`config.mk`:
```
export PLATFORM = sky130hd
export DESIGN_NAME = vec_load_unit_flat
export DESIGN_NICKNAME = d
export VERILOG_FILES = /design/src/rtl/vec_load_unit_if.sv /design/src/rtl/vec_load_unit.sv /design/src/flat_wrapper.sv
export SDC_FILE = /design/constraint.sdc
export NUM_CORES = 1
export LEC_CHECK = 0
export BUFFER_PORTS_ARGS = -buffer_cell sky130_fd_sc_hd__buf_2
export CORE_MARGIN = 3
export CORE_UTILIZATION = 40
export CTS_CLUSTER_SIZE = 25
export DETAILED_ROUTE_END_ITERATION = 10
export SYNTH_ARGS = -nofsm -noshare
export SYNTH_HDL_FRONTEND = slang
export SYNTH_SLANG_ARGS = --single-unit
```
`constraint.sdc`:
```
create_clock -name clk -period 2.5 [get_ports clk]
set_input_delay 0.25 -clock clk [delete_from_list [all_inputs] [get_ports clk]]
set_output_delay 0.25 -clock clk [all_outputs]
set_load 0.05 [all_outputs]
```
`src/rtl/vec_load_unit_if.sv`:
```
// Bus bundle of the vector load unit: execute-stage request, data memory port
// and register-bank vector write port.
interface vec_load_unit_if;
    logic         start;
    logic [31:0]  base_addr;
    logic [1:0]   vd;
    logic         mem_req;
    logic [31:0]  mem_addr;
    logic [31:0]  mem_rdata;
    logic         mem_rvalid;
    logic         vwe;
    logic [3:0]   vwa;
    logic [127:0] vwd;
    logic         busy;
    logic         done;
    logic         err;

    // Driver side: execute stage plus data memory.
    modport master (
        output start, base_addr, vd, mem_rdata, mem_rvalid,
        input  mem_req, mem_addr, vwe, vwa, vwd, busy, done, err
    );

    // The load unit itself.
    modport slave (
        input  start, base_addr, vd, mem_rdata, mem_rvalid,
        output mem_req, mem_addr, vwe, vwa, vwd, busy, done, err
    );
endinterface

```
`src/rtl/vec_load_unit.sv`:
```
// Vector load unit: fetches four consecutive 32-bit words and writes them as
// one 128-bit vector into the register bank. All outputs are registered.
module vec_load_unit #(
    parameter int unsigned TIMEOUT = 255
) (
    input  logic            clk,
    input  logic            rst,
    vec_load_unit_if.slave  bus
);
    localparam int unsigned CNT_W  = 8;
    localparam int unsigned WORD_W = 32;
    localparam int unsigned LANE_W = 96;
    localparam logic [CNT_W-1:0] TIMEOUT_C = CNT_W'(TIMEOUT);

    typedef enum logic [1:0] {IDLE, REQ, WAIT, WRITE} state_t;

    state_t              state_q;
    logic [WORD_W-1:0]   base_q;
    logic [1:0]          vd_q;
    logic [1:0]          idx_q;
    logic [1:0]          idx_d;
    logic [CNT_W-1:0]    cnt_q;
    logic [CNT_W-1:0]    cnt_d;
    // Lanes 0..2 are buffered; lane 3 goes straight from mem_rdata into vwd.
    logic [LANE_W-1:0]   lanes_q;

    logic                mem_req_q;
    logic [WORD_W-1:0]   mem_addr_q;
    logic                vwe_q;
    logic [3:0]          vwa_q;
    logic [127:0]        vwd_q;
    logic                busy_q;
    logic                done_q;
    logic                err_q;

    // Next word index and next wait count.
    always_comb begin
        idx_d = idx_q + 2'd1;
        cnt_d = cnt_q + CNT_W'(1);
    end

    // Load sequencer with registered one-cycle output pulses.
    always_ff @(posedge clk) begin
        if (rst) begin
            state_q    <= IDLE;
            base_q     <= '0;
            vd_q       <= '0;
            idx_q      <= '0;
            cnt_q      <= '0;
            lanes_q    <= '0;
            mem_req_q  <= 1'b0;
            mem_addr_q <= '0;
            vwe_q      <= 1'b0;
            vwa_q      <= '0;
            vwd_q      <= '0;
            busy_q     <= 1'b0;
            done_q     <= 1'b0;
            err_q      <= 1'b0;
        end else begin
            mem_req_q  <= 1'b0;
            mem_addr_q <= '0;
            vwe_q      <= 1'b0;
            vwa_q      <= '0;
            vwd_q      <= '0;
            done_q     <= 1'b0;
            err_q      <= 1'b0;

            case (state_q)
                IDLE: begin
                    if (bus.start) begin
                        if (bus.base_addr[1:0] == 2'b00) begin
                            base_q     <= bus.base_addr;
                            vd_q       <= bus.vd;
                            idx_q      <= '0;
                            lanes_q    <= '0;
                            busy_q     <= 1'b1;
                            mem_req_q  <= 1'b1;
                            mem_addr_q <= bus.base_addr;
                            state_q    <= REQ;
                        end else begin
                            err_q <= 1'b1;
                        end
                    end
                end

                REQ: begin
                    cnt_q   <= '0;
                    state_q <= WAIT;
                end

                WAIT: begin
                    if (cnt_q == TIMEOUT_C) begin
                        // err already pulsed; this is the abort cycle.
                        busy_q  <= 1'b0;
                        idx_q   <= '0;
                        lanes_q <= '0;
                        state_q <= IDLE;
                    end else if (bus.mem_rvalid) begin
                        if (idx_q == 2'd3) begin
                            vwe_q   <= 1'b1;
                            done_q  <= 1'b1;
                            vwa_q   <= {2'b00, vd_q};
                            vwd_q   <= {bus.mem_rdata, lanes_q};
                            state_q <= WRITE;
                        end else begin
                            case (idx_q)
                                2'd0:    lanes_q[31:0]  <= bus.mem_rdata;
                                2'd1:    lanes_q[63:32] <= bus.mem_rdata;
                                default: lanes_q[95:64] <= bus.mem_rdata;
                            endcase
                            idx_q      <= idx_d;
                            mem_req_q  <= 1'b1;
                            mem_addr_q <= base_q + {28'd0, idx_d, 2'b00};
                            state_q    <= REQ;
                        end
                    end else begin
                        cnt_q <= cnt_d;
                        if (cnt_d == TIMEOUT_C) begin
                            err_q <= 1'b1;
                        end
                    end
                end

                WRITE: begin
                    busy_q  <= 1'b0;
                    idx_q   <= '0;
                    lanes_q <= '0;
                    state_q <= IDLE;
                end

                default: state_q <= IDLE;
            endcase
        end
    end

    // Drive the bus from the output registers.
    assign bus.mem_req  = mem_req_q;
    assign bus.mem_addr = mem_addr_q;
    assign bus.vwe      = vwe_q;
    assign bus.vwa      = vwa_q;
    assign bus.vwd      = vwd_q;
    assign bus.busy     = busy_q;
    assign bus.done     = done_q;
    assign bus.err      = err_q;

endmodule

```
`src/flat_wrapper.sv`:
```
// flat-port wrapper written by rule: the top's interface ports become plain ports
module vec_load_unit_flat 
#(
    parameter int unsigned TIMEOUT = 255
)
  (clk, rst, bus_start, bus_base_addr, bus_vd, bus_mem_rdata, bus_mem_rvalid, bus_mem_req, bus_mem_addr, bus_vwe, bus_vwa, bus_vwd, bus_busy, bus_done, bus_err);
  vec_load_unit_if bus_i ();
  input  logic clk;
  input  logic rst;
  input wire logic [$bits(bus_i.start)-1:0] bus_start;
  input wire logic [$bits(bus_i.base_addr)-1:0] bus_base_addr;
  input wire logic [$bits(bus_i.vd)-1:0] bus_vd;
  input wire logic [$bits(bus_i.mem_rdata)-1:0] bus_mem_rdata;
  input wire logic [$bits(bus_i.mem_rvalid)-1:0] bus_mem_rvalid;
  output wire logic [$bits(bus_i.mem_req)-1:0] bus_mem_req;
  output wire logic [$bits(bus_i.mem_addr)-1:0] bus_mem_addr;
  output wire logic [$bits(bus_i.vwe)-1:0] bus_vwe;
  output wire logic [$bits(bus_i.vwa)-1:0] bus_vwa;
  output wire logic [$bits(bus_i.vwd)-1:0] bus_vwd;
  output wire logic [$bits(bus_i.busy)-1:0] bus_busy;
  output wire logic [$bits(bus_i.done)-1:0] bus_done;
  output wire logic [$bits(bus_i.err)-1:0] bus_err;
  assign bus_i.start = bus_start;
  assign bus_i.base_addr = bus_base_addr;
  assign bus_i.vd = bus_vd;
  assign bus_i.mem_rdata = bus_mem_rdata;
  assign bus_i.mem_rvalid = bus_mem_rvalid;
  assign bus_mem_req = bus_i.mem_req;
  assign bus_mem_addr = bus_i.mem_addr;
  assign bus_vwe = bus_i.vwe;
  assign bus_vwa = bus_i.vwa;
  assign bus_vwd = bus_i.vwd;
  assign bus_busy = bus_i.busy;
  assign bus_done = bus_i.done;
  assign bus_err = bus_i.err;
  vec_load_unit #(.TIMEOUT(TIMEOUT)) u_core (.clk(clk), .rst(rst), .bus(bus_i));
endmodule
```
**After elaboration in Yosys (flattened, before gate mapping)**

Cells that the tools add are included.

- Register bits after elaboration: 310
- Input bits: 70
- Output and inout port bits: 169
- Logic and storage cells: 102

- Add/subtract/negate cells: 3
- Eq/ne operators: 17
- Muxes and demuxes: 47
- Bitwise gates (word level): 3
- Reductions and logical operators: 16

Operator list:

| cell | number |
|---|---|
| 96-bit 2-to-1 mux | 5 |
| 96-bit case mux with 3 select lines | 1 |
| 32-bit 2-to-1 mux | 8 |
| 32-bit case mux with 2 select lines | 1 |
| 32-bit by 4-bit adder with 32-bit output | 1 |
| 2-bit 2-to-1 mux | 10 |
| 6-bit AND reduction | 3 |
| 8-bit == test (second input constant) | 2 |
| 8-bit 2-to-1 mux | 2 |
| 8-bit case mux with 2 select lines | 1 |
| 3-bit by 2-bit != test with 1-bit output (second input constant) | 5 |
| 1-bit 2-to-1 mux | 14 |
| 3-bit AND reduction | 3 |
| 8-bit by 1-bit adder with 8-bit output (second input constant) | 1 |
| 2-bit case mux with 4 select lines | 1 |
| 2-bit == test (second input constant) | 3 |
| 2-bit zero test | 3 |
| 2-bit != test (second input constant) | 3 |
| 2-bit case mux with 3 select lines | 1 |
| 5-bit AND reduction | 1 |
| 5-bit OR reduction | 1 |
| 2-bit by 1-bit == test with 1-bit output (second input constant) | 2 |
| 2-bit by 1-bit != test with 1-bit output (second input constant) | 2 |
| 1-bit case mux with 2 select lines | 2 |
| 8 further kinds | 10 |

**Depth between registers and ports, before layout**

Gate-level depths: netlist of the first run.

- Depth in word-level cells: 7
- Gate-level depth with buffers: 9
- Mapped depth without buffers: 8

**Least setup slack after synthesis of the first run**

No wires, ideal clock.

- Kind: reg-to-reg
- Start point: register u_core.idx_q[0]
- End point: register u_core.mem_addr_q[24], in the netlist u_core.bus.mem_addr[24]
- Data arrival time: 2412 ps
- Required time: 2382 ps
- Setup slack: -30 ps
- Stages on the path, launching flop included: 10
- Clock period less this slack: 2530 ps
- Path through: dfxtp_1 inv_1 ha_1 inv_1 fa_1 or4b_4 buf_6 nor4_2 xnor2_1 o21ai_2

- Longest elaborated chain between the ends: 6
- Elaborated cells on any way between the ends: 7
- Classes of those cells: 2 x add/sub; 1 x eq/ne; 4 x mux

RTL lines:

| item | RTL line | text |
|---|---|---|
| start: declaration | vec_load_unit.sv:20 | `logic [1:0] idx_q;` |
| start signal: assignment | vec_load_unit.sv:111 | `idx_q <= idx_d;` |
| 2-bit by 1-bit adder with 2-bit output | vec_load_unit.sv:38 | `idx_d = idx_q + 2'd1;` |
| 32-bit by 4-bit adder with 32-bit output | vec_load_unit.sv:113 | `mem_addr_q <= base_q + {28'd0, idx_d, 2'b00};` |
| 32-bit 2-to-1 mux (*) | vec_load_unit.sv:99 | `if (idx_q == 2'd3) begin` |
| 32-bit 2-to-1 mux (*) | vec_load_unit.sv:98 | `end else if (bus.mem_rvalid) begin` |
| 32-bit 2-to-1 mux (*) | vec_load_unit.sv:92 | `if (cnt_q == TIMEOUT_C) begin` |
| 32-bit case mux with 2 select lines (*) | vec_load_unit.sv:68 | `case (state_q)` |
| end signal: assignment | vec_load_unit.sv:78 | `mem_addr_q <= bus.base_addr;` |
| end signal: assignment | vec_load_unit.sv:113 |  |
| end: declaration | vec_load_unit.sv:28 | `logic [WORD_W-1:0] mem_addr_q;` |

Mark *: on every way between the ends. The rest lies on a longest branch, timed or not.
A chain may end at the register's enable or synchronous reset.

**Worst setup path in the final report of the first run**

Ends and elaborated chain as after synthesis.

==> flow_summary.yaml, run 1 <==
run_status:
  status: "finished, final reports clean"
yosys:
  syn_inst: 1163
  synth_enable_flop_cells: 0
  synthFlopType: "dfxtp_1"
  ys_seq_area_frac: 0.5782
  synthTopCellsByCount: "308 x dfxtp_1, 209 x nand2_1, 151 x a21oi_1, 133 x and2_1, 105 x nand3_1"
  synth_area_per_cell_um2: 9.169
  ys_types: 54
  syn_area_um2: 10660
  synth_top_area_frac: 0.5782
  synth-async-reset-ratio: 0
  synthTopCellsByArea: "dfxtp_1 58%, and2_1 7.8%, nand2_1 7.4%"
  yosysMostFrequentCell: "dfxtp_1"
  synth-seq-cells: 308
  yosysWarnings: 0
  synth_top_cell_by_area: "dfxtp_1"
routing:
  viasPerCell: 4.903
  drc: 0
  firstDrtPassIters: 5
  drt-initial-drc-count: 447
  drt-total-wl_mm: 27.74
  wl_per_cell_um: 15.74
  ant_nets: 0
  vias: 8644
final_layout:
  final_area_um2: 13670
  areaGrowthSynthToFinish_pct: 28.22
  drive_gt1_frac: 0.2507
  num-nets-final: 1487
  diodes: 0
sta:
  rsz0062_at_grt: "yes"
  timing.final.crit_share: 0.9954
  hold-worst-slack_ps: 16.20
  relSlewSlack: 0.4511
  clock.fmax_ghz: 0.4018
  maxSlewViolCount: 0
  fin_crit_ps: 2489
  worstMarginPinSlew_ps: 823.4
  timing.final.hold_violations: 0
  fin_worst_skew_ps: 14.28
  setup_slack_ps: 11.44
  setup_violations: 0
pwr:
  irDropWorstVdd_uv: 469.6
  power.leakage_uw: 0.005616
  p_per_area_nw_per_um2: 738.2
clock_tree:
  clk_pin_slew_ps: 60
  cts.sinks: 308
  cts-root-buf: "clkbuf_16"
  cts-buffers-inserted: 34
  clk_path_buf_depth: 3
  cts_tree: "built"
  cts.htree.levels: 2
  clk_latency_ps: 500
setup_path:
  critPathMaxFanout: 5
  crit_required_ps: 2880
  endpoint: "u_core.bus.mem_addr[24]"
  start_kind: "flop"
  regToRegStartpoint: "u_core.idx_q[0]"
  endpoint_kind: "flop"
  r2r_cells: 9
  critical_path_class: "reg -> reg"
  startpoint: "u_core.idx_q[0]"
  rrSetupSlack_ps: 10
  crit_arrival_ps: 2870
  worst_r2r_endpoint: "u_core.bus.mem_addr[24]"
job:
  maxCapViolations: 0
die:
  die_w_um: 169.3
  die_y_um: 169.3
  dieArea_um2: 28660
  core_area_um2: 26130
  row_count: 59
  start_util: 0.4081
  ios: 239
global_route:
  grt_start_max_net_pins: 92
  grt_first_pass_wirelength_mm: 42.44
  grt_overflow: 0
  grt_pass1_vias: 8150
  grt_usage: 0.1800
  antenna_found_initial: 0
placed_design:
  pre_cts_ws_ps: -22.76
  placed_area_um2: 12210
  port_buffers: 236
  gp_congestion: 0.8313
  dpl.hpwl_mm: 16.60
min_path:
  hold_path.class: "in -> reg"
==> timing repair <==
action | CTS | global route
hold buffers | 21 | 0
endpoints found under the setup margin | 3 | 105
gates resized for setup | 0 | 32
cloned | 0 | 4
endpoints found under the hold margin | 32 | 0
pin swaps | 1 | 14
buffers inserted | 1 | 4
==> where the power goes <==
part | internal (uW) | leakage (uW) | switching, uW | total (uW)
clock | 2760 | 0.000504 | 1860 | 4630
combinational | 150 | 0.00263 | 340 | 490
sequential | 4950 | 0.00248 | 29.1 | 4980
==> cells by family after synthesis <==
family                     Yosys count  synth area share
AOI/OAI and AO/OA                  190           0.09375
xor gates and xnor gates            30           0.02464
adders and majority gates            8           0.01009
buffers and inverters               94           0.04001
DFF                                308            0.5782
muxes                                4          0.003989
other                                1         0.0003517
and+or+nand+nor                    528            0.2490
==> worst min-delay path by stage <==
| stage | start | end | slack, ps | cells past startpoint |
|---|---|---|---|---|
| floorplan | bus_base_addr[11] | u_core.bus.mem_addr[11] | 360 | 2 |
| global placement | u_core.lanes_q[42] | u_core.bus.vwd[42] | 430 | 1 |
| detailed placement | u_core.lanes_q[41] | u_core.bus.vwd[41] | 440 | 1 |
| CTS | bus_mem_rdata[11] | u_core.bus.vwd[107] | 0.5 | 2 |
| global route | bus_mem_rdata[11] | u_core.bus.vwd[107] | 6 | 2 |
| finish | bus_mem_rdata[14] | u_core.bus.vwd[110] | 20 | 2 |
==> sequential cells by signal, summed over array words and instances, names as in the netlist <==
name / flops
u_core.base_q: 32
u_core.bus.busy: 1
u_core.bus.done: 1
u_core.bus.err: 1
u_core.bus.mem_addr: 32
u_core.bus.mem_req: 1
u_core.bus.vwa: 2
u_core.bus.vwd: 128
u_core.cnt_q: 8
u_core.idx_q: 2
u_core.lanes_q: 96
u_core.state_q: 2
u_core.vd_q: 2
==> layer usage <==
layer  GRT usage  wire length [um]
met2      0.3025             12930
met5           0                 0
met4     0.04979               510
met1      0.2381             12580
met3     0.03471              1725
==> cells in the final DEF, fill, tap and decap left out, types with 5 or more instances in the layout <==
cell and instances:
a21oi_1 149, buf_12 5, buf_2 235, inv_1 6
nor3_1 6, buf_4 25, nand2_1 209, xor2_1 10
dlygate4sd3_1 21, nand3_1 105, nor4_1 5, o21ai_0 11
clkbuf_1 10, nor2_1 22, o21ai_4 6, clkbuf_16 35
dfxtp_1 306, o21ai_1 6, and2_1 133, nand4_1 7
nand2b_1 7, ha_1 5, xnor2_1 17
==> worst max-delay path: stages, from the launching register on <==
cell and delay, ps:
dfxtp_2 330, inv_2 50, ha_4 270, inv_2 30, fa_2 360, buf_6 130, or4b_4 630, nor4_4 320
xnor2_1 170, o21ai_2 60
==> metrics by stage <==
| stage | utilization | power, uW | TNS [ps] | std cells |
|---|---|---|---|---|
| after floorplan | - | 5327 | 0 | 1164 |
| after global placement | 0.4671 | 5521 | 0 | 1678 |
| after detailed placement | 0.4671 | 5523 | -22.76 | 1678 |
| after CTS | 0.5152 | 10200 | 0 | 1755 |
| after global routing | 0.5232 | 10480 | -146.1 | 1763 |
| final | 0.5232 | 10090 | 0 | 1763 |
==> layout make-up <==
cell class	count	area [um^2]
tap	335	419.2
clock buffer	48	954.7
timing repair buffer	289	1708
sequential	308	6168
inverter	10	37.54
fill	2459	12460
multi-input combinational	766	4300
clock inverter	7	85.08
(Power assumes the default switching activity.)
==> run 2: changes to the inputs <==
Settings changed: RECOVER_POWER set to 100.
==> flow_summary.yaml, run 2 (synthesized netlist as in run 1, its figures left out) <==
run_status:
  status: "finished, final reports clean"
clock_tree:
  cts_tree: "built"
  cts.htree.levels: 2
  cts-buffers-inserted: 34
  cts-root-buf: "clkbuf_16"
  clk_path_buf_depth: 3
  cts.sinks: 308
  clk_pin_slew_ps: 60
  clk_latency_ps: 500
setup_path:
  path_cells: "inv_2 > ha_4 > inv_2 > fa_2 > buf_6 > or4b_4 > nor4_4 > xnor2_1 > o21ai_2"
  start_kind: "flop"
  regToRegStartpoint: "u_core.idx_q[0]"
  timing.critical_path.buf_inv: 3
  critical_path_class: "reg -> reg"
  critPathMaxFanout: 5
  crit_arrival_ps: 2860
  startpoint: "u_core.idx_q[0]"
  crit_family: "simple AND/OR/NAND/NOR gates"
  crit_required_ps: 2880
  endpoint_kind: "flop"
  crit_top_cell: "inv_2"
  rrSetupSlack_ps: 20
  cp_slowest_cell: "or4b_4"
  crit_path_max_incr_delay_ps: 630
die:
  die_y_um: 169.3
  die_w_um: 169.3
  dieArea_um2: 28660
  ios: 239
  core_area_um2: 26130
  start_util: 0.4081
  row_count: 59
sta:
  setup_violations: 0
  maxSlewViolCount: 0
  relSlewSlack: 0.4422
  fin_crit_ps: 2483
  timing.final.crit_share: 0.9931
  timing.final.hold_violations: 0
  clock.fmax_ghz: 0.4028
  worstMarginPinSlew_ps: 836.7
  hold-worst-slack_ps: 16.79
  fin_worst_skew_ps: 14.36
  rsz0062_at_grt: "yes"
final_layout:
  fillers: 2549
  instances_no_fill: 1763
  layout_commonest_cell: "dfxtp_1"
  num-nets-final: 1487
  final_cell_mix: "306 x dfxtp_1, 209 x nand2_1, 182 x clkbuf_1"
  areaGrowthSynthToFinish_pct: 25.92
  drive_gt1_frac: 0.1303
  diodes: 0
  largest_reg_flops: 128
routing:
  firstDrtPassIters: 4
  drc: 0
  dr_wl_met2_mm: 12.91
  viasPerCell: 4.896
  met1Wirelength_mm: 12.78
  ant_nets: 0
  wl_met3_mm: 1.685
  drt-total-wl_mm: 27.89
  wl_per_cell_um: 15.82
  drt-initial-drc-count: 463
  vias: 8632
  top_layer_used: "met4"
min_path:
  min_from: "bus_mem_rdata[14]"
  hold_path.class: "in -> reg"
global_route:
  antenna_found_initial: 0
  grt_pass1_vias: 8150
  grt_usage: 0.1800
  grt_first_pass_wirelength_mm: 42.44
  grt_start_max_net_pins: 92
  grt_overflow: 0
pwr:
  irDropWorstVdd_uv: 469.0
  p_total_uw: 10090
  p_per_area_nw_per_um2: 751.3
  power.leakage_uw: 0.004858
placed_design:
  port_buffers: 236
  dpl.cell_count: 1678
  gp_congestion: 0.8313
  dpl.hpwl_mm: 16.60
job:
  maxCapViolations: 0
## run 2: cell types whose count changed in the layout (fill, tap and decap cells not counted)
cell      previous run  this run
buf_12               5         4
buf_2              235        68
buf_4               25        18
clkbuf_1            10       182
clkbuf_2             0         2
clkbuf_4             0         1
## run 2: stage by stage
step / util / area (um^2) / setup TNS, ps / setup slack [ps]
global placement: 0.4671 / 12210 / 0 / 47.86
detailed placement: 0.4671 / 12210 / -22.76 / -22.76
global route: 0.5138 / 13430 / -951.0 / -54.91
CTS: 0.5152 / 13460 / 0 / 0.2025
finish: 0.5138 / 13430 / 0 / 17.21
floorplan: - / 10670 / 0 / 43.65
## run 2: what timing repair did
item | 4_1_cts | 5_1_grt
resized for setup | 0 | 32
pin swaps | 1 | 14
endpoints found under the hold margin | 32 | 0
hold buffers | 21 | 0
cloned | 0 | 4
setup buffers | 1 | 4
setup endpoints to repair | 3 | 105
## run 2: per-layer routing
layer	track usage	vias to the layer above
li1	-	4333
met1	0.2381	4007
met2	0.3025	255
met3	0.03471	37
met4	0.04979	0
met5	0	-
## run 2: worst paths after layout
check,end,cells past startpoint
hold / removal,u_core.bus.vwd[110],2
setup / recovery,u_core.bus.mem_addr[24],9
hold reg to reg,u_core.bus.vwd[95],1
setup reg to reg,u_core.bus.mem_addr[24],9
## run 2: power breakdown
group	total [uW]	switching [uW]	leakage (uW)	internal (uW)
logic	483	339	0.00187	144
clock network	4630	1870	0.000504	2760
registers	4980	29.2	0.00248	4950
## run 2: cell type report
type                            instances  area, um^2  area share
Clock buffer                           48       954.7     0.07110
Clock inverter                          7       85.08    0.006336
Inverter                               10       37.54    0.002795
Multi-Input combinational cell        766        4300      0.3203
Sequential cell                       308        6168      0.4594
Tap cell                              335       419.2     0.03122
Timing Repair Buffer                  289        1463      0.1089
==> run 3: changes to the inputs <==
Settings changed: CORE_UTILIZATION 40 to 48, CTS_CLUSTER_SIZE 25 to unset, PLACE_DENSITY set to 0.73.
==> flow_summary.yaml, run 3 (synthesized netlist as in run 1, its figures left out) <==
job:
  maxCapViolations: 0
routing:
  vias: 8845
  drc: 0
  firstDrtPassIters: 4
  ant_nets: 0
  drt-total-wl_mm: 27.03
  drt-initial-drc-count: 513
  viasPerCell: 5.063
  wl_per_cell_um: 15.47
setup_path:
  r2r_cells: 9
  endpoint_kind: "flop"
  crit_arrival_ps: 2850
  critPathMaxFanout: 5
  crit_required_ps: 2920
  critical_path_class: "reg -> reg"
  start_kind: "flop"
placed_design:
  port_buffers: 236
  gp_congestion: 0.8130
  placed_area_um2: 12180
  dpl.hpwl_mm: 16.71
die:
  start_util: 0.4979
  core_area_um2: 21420
  dieArea_um2: 24040
  die_w_um: 155.1
  die_y_um: 155.1
  ios: 239
  row_count: 53
min_path:
  hold_path.class: "in -> reg"
  holdPathStages: 2
global_route:
  grt_usage: 0.2151
  grt_pass1_vias: 8529
  grt_start_max_net_pins: 56
  grt_first_pass_wirelength_mm: 43.26
  antenna_found_initial: 0
  grt_overflow: 0
clock_tree:
  cts-buffers-inserted: 31
  cts-root-buf: "clkbuf_16"
  cts.htree.levels: 1
  clk_path_buf_depth: 3
  cts_tree: "built"
  clk_latency_ps: 560
  cts.sinks: 308
  clk_pin_slew_ps: 60
sta:
  relSlewSlack: 0.1980
  setup_violations: 0
  hold-worst-slack_ps: 13.86
  maxSlewViolCount: 0
  fin_worst_skew_ps: 7.058
  setup_tns_ps: 0
  worstMarginPinSlew_ps: 1203
  timing.final.crit_share: 0.9722
  clock.fmax_ghz: 0.4114
  fin_crit_ps: 2431
  timing.final.hold_violations: 0
pwr:
  irDropWorstVdd_uv: 606.5
  power.leakage_uw: 0.005026
  p_per_area_nw_per_um2: 760.7
final_layout:
  diodes: 0
  largest_reg_flops: 128
  final_area_um2: 13780
  drive_gt1_frac: 0.1230
  layout_commonest_cell: "dfxtp_1"
  num-nets-final: 1525
  areaGrowthSynthToFinish_pct: 29.20
  final_cell_mix: "306 x dfxtp_1, 209 x nand2_1, 176 x clkbuf_1"
run_status:
  status: "finished, final reports clean"
==> run 3: changes by cell type in the layout (fill, tap and decap cells not counted), sizes merged <==
cell / delta
dlygate4sd3: +42
bufinv: +4
clkbuf: -3
o21ai: -3
buf: +2
clkinvlp: +1
inv: +1
==> run 3: through the flow <==
step / cells / power (uW) / utilization / setup slack, ps
after CTS: 1743 / 10560 / 0.6514 / 6.354
after global routing: 1747 / 10820 / 0.6433 / -9.146
after floorplan: 1164 / 5327 / - / 43.65
after detailed placement: 1622 / 5522 / 0.5686 / -8.641
after global placement: 1622 / 5519 / 0.5686 / 80.02
final: 1747 / 10480 / 0.6433 / 69.39
==> run 3: what timing repair did <==
item                                    4_1_cts  5_1_grt
setup buffers                                 0        3
resized for setup                             0       13
hold buffers                                 63        0
hold endpoints to repair                    178        0
pin swaps                                     1        6
endpoints found under the setup margin        2       32
gates cloned                                  0        1
==> run 3: power by group <==
group | leakage [uW] | internal [uW] | switching [uW]
logic | 0.00198 | 186 | 329
registers | 0.00248 | 4940 | 28.7
clock network | 0.000559 | 3100 | 1900
==> run 3: layout make-up <==
class	count	area [um^2]
clock buffer	45	928.4
tap	275	344.1
clock inverter	13	214.0
multi-input combinational	763	4158
timing repair buffer	333	1928
inverter	10	37.54
fill	1820	7641
sequential	308	6168
==> run 3: worst max-delay path, stage by stage (launching register included) <==
cell,delay (ps)
dfxtp_2,330
inv_2,50
ha_4,270
inv_1,50
fa_2,350
clkbuf_4,150
or4b_4,590
nor3_1,270
xnor2_1,160
o21ai_1,80
==> run 3: worst paths after layout <==
kind | startpoint | to | slack, ps
worst max-delay path | u_core.idx_q[1] | u_core.bus.mem_addr[22] | 70
worst min-delay path | bus_mem_rdata[0] | u_core.bus.vwd[96] | 10
worst max register to register | u_core.idx_q[1] | u_core.bus.mem_addr[22] | 70
worst min register to register | u_core.lanes_q[28] | u_core.lanes_q[28] | 450
==> run 3: metal layers <==
| metal | vias to the layer above | GRT usage | part of all wire |
|---|---|---|---|
| met2 | 294 | 0.3736 | 0.47 |
| met3 | 45 | 0.03755 | 0.074 |
| li1 | 4401 | - | - |
| met5 | - | 0 | 0 |
| met1 | 4105 | 0.2789 | 0.43 |
| met4 | 0 | 0.05467 | 0.019 |
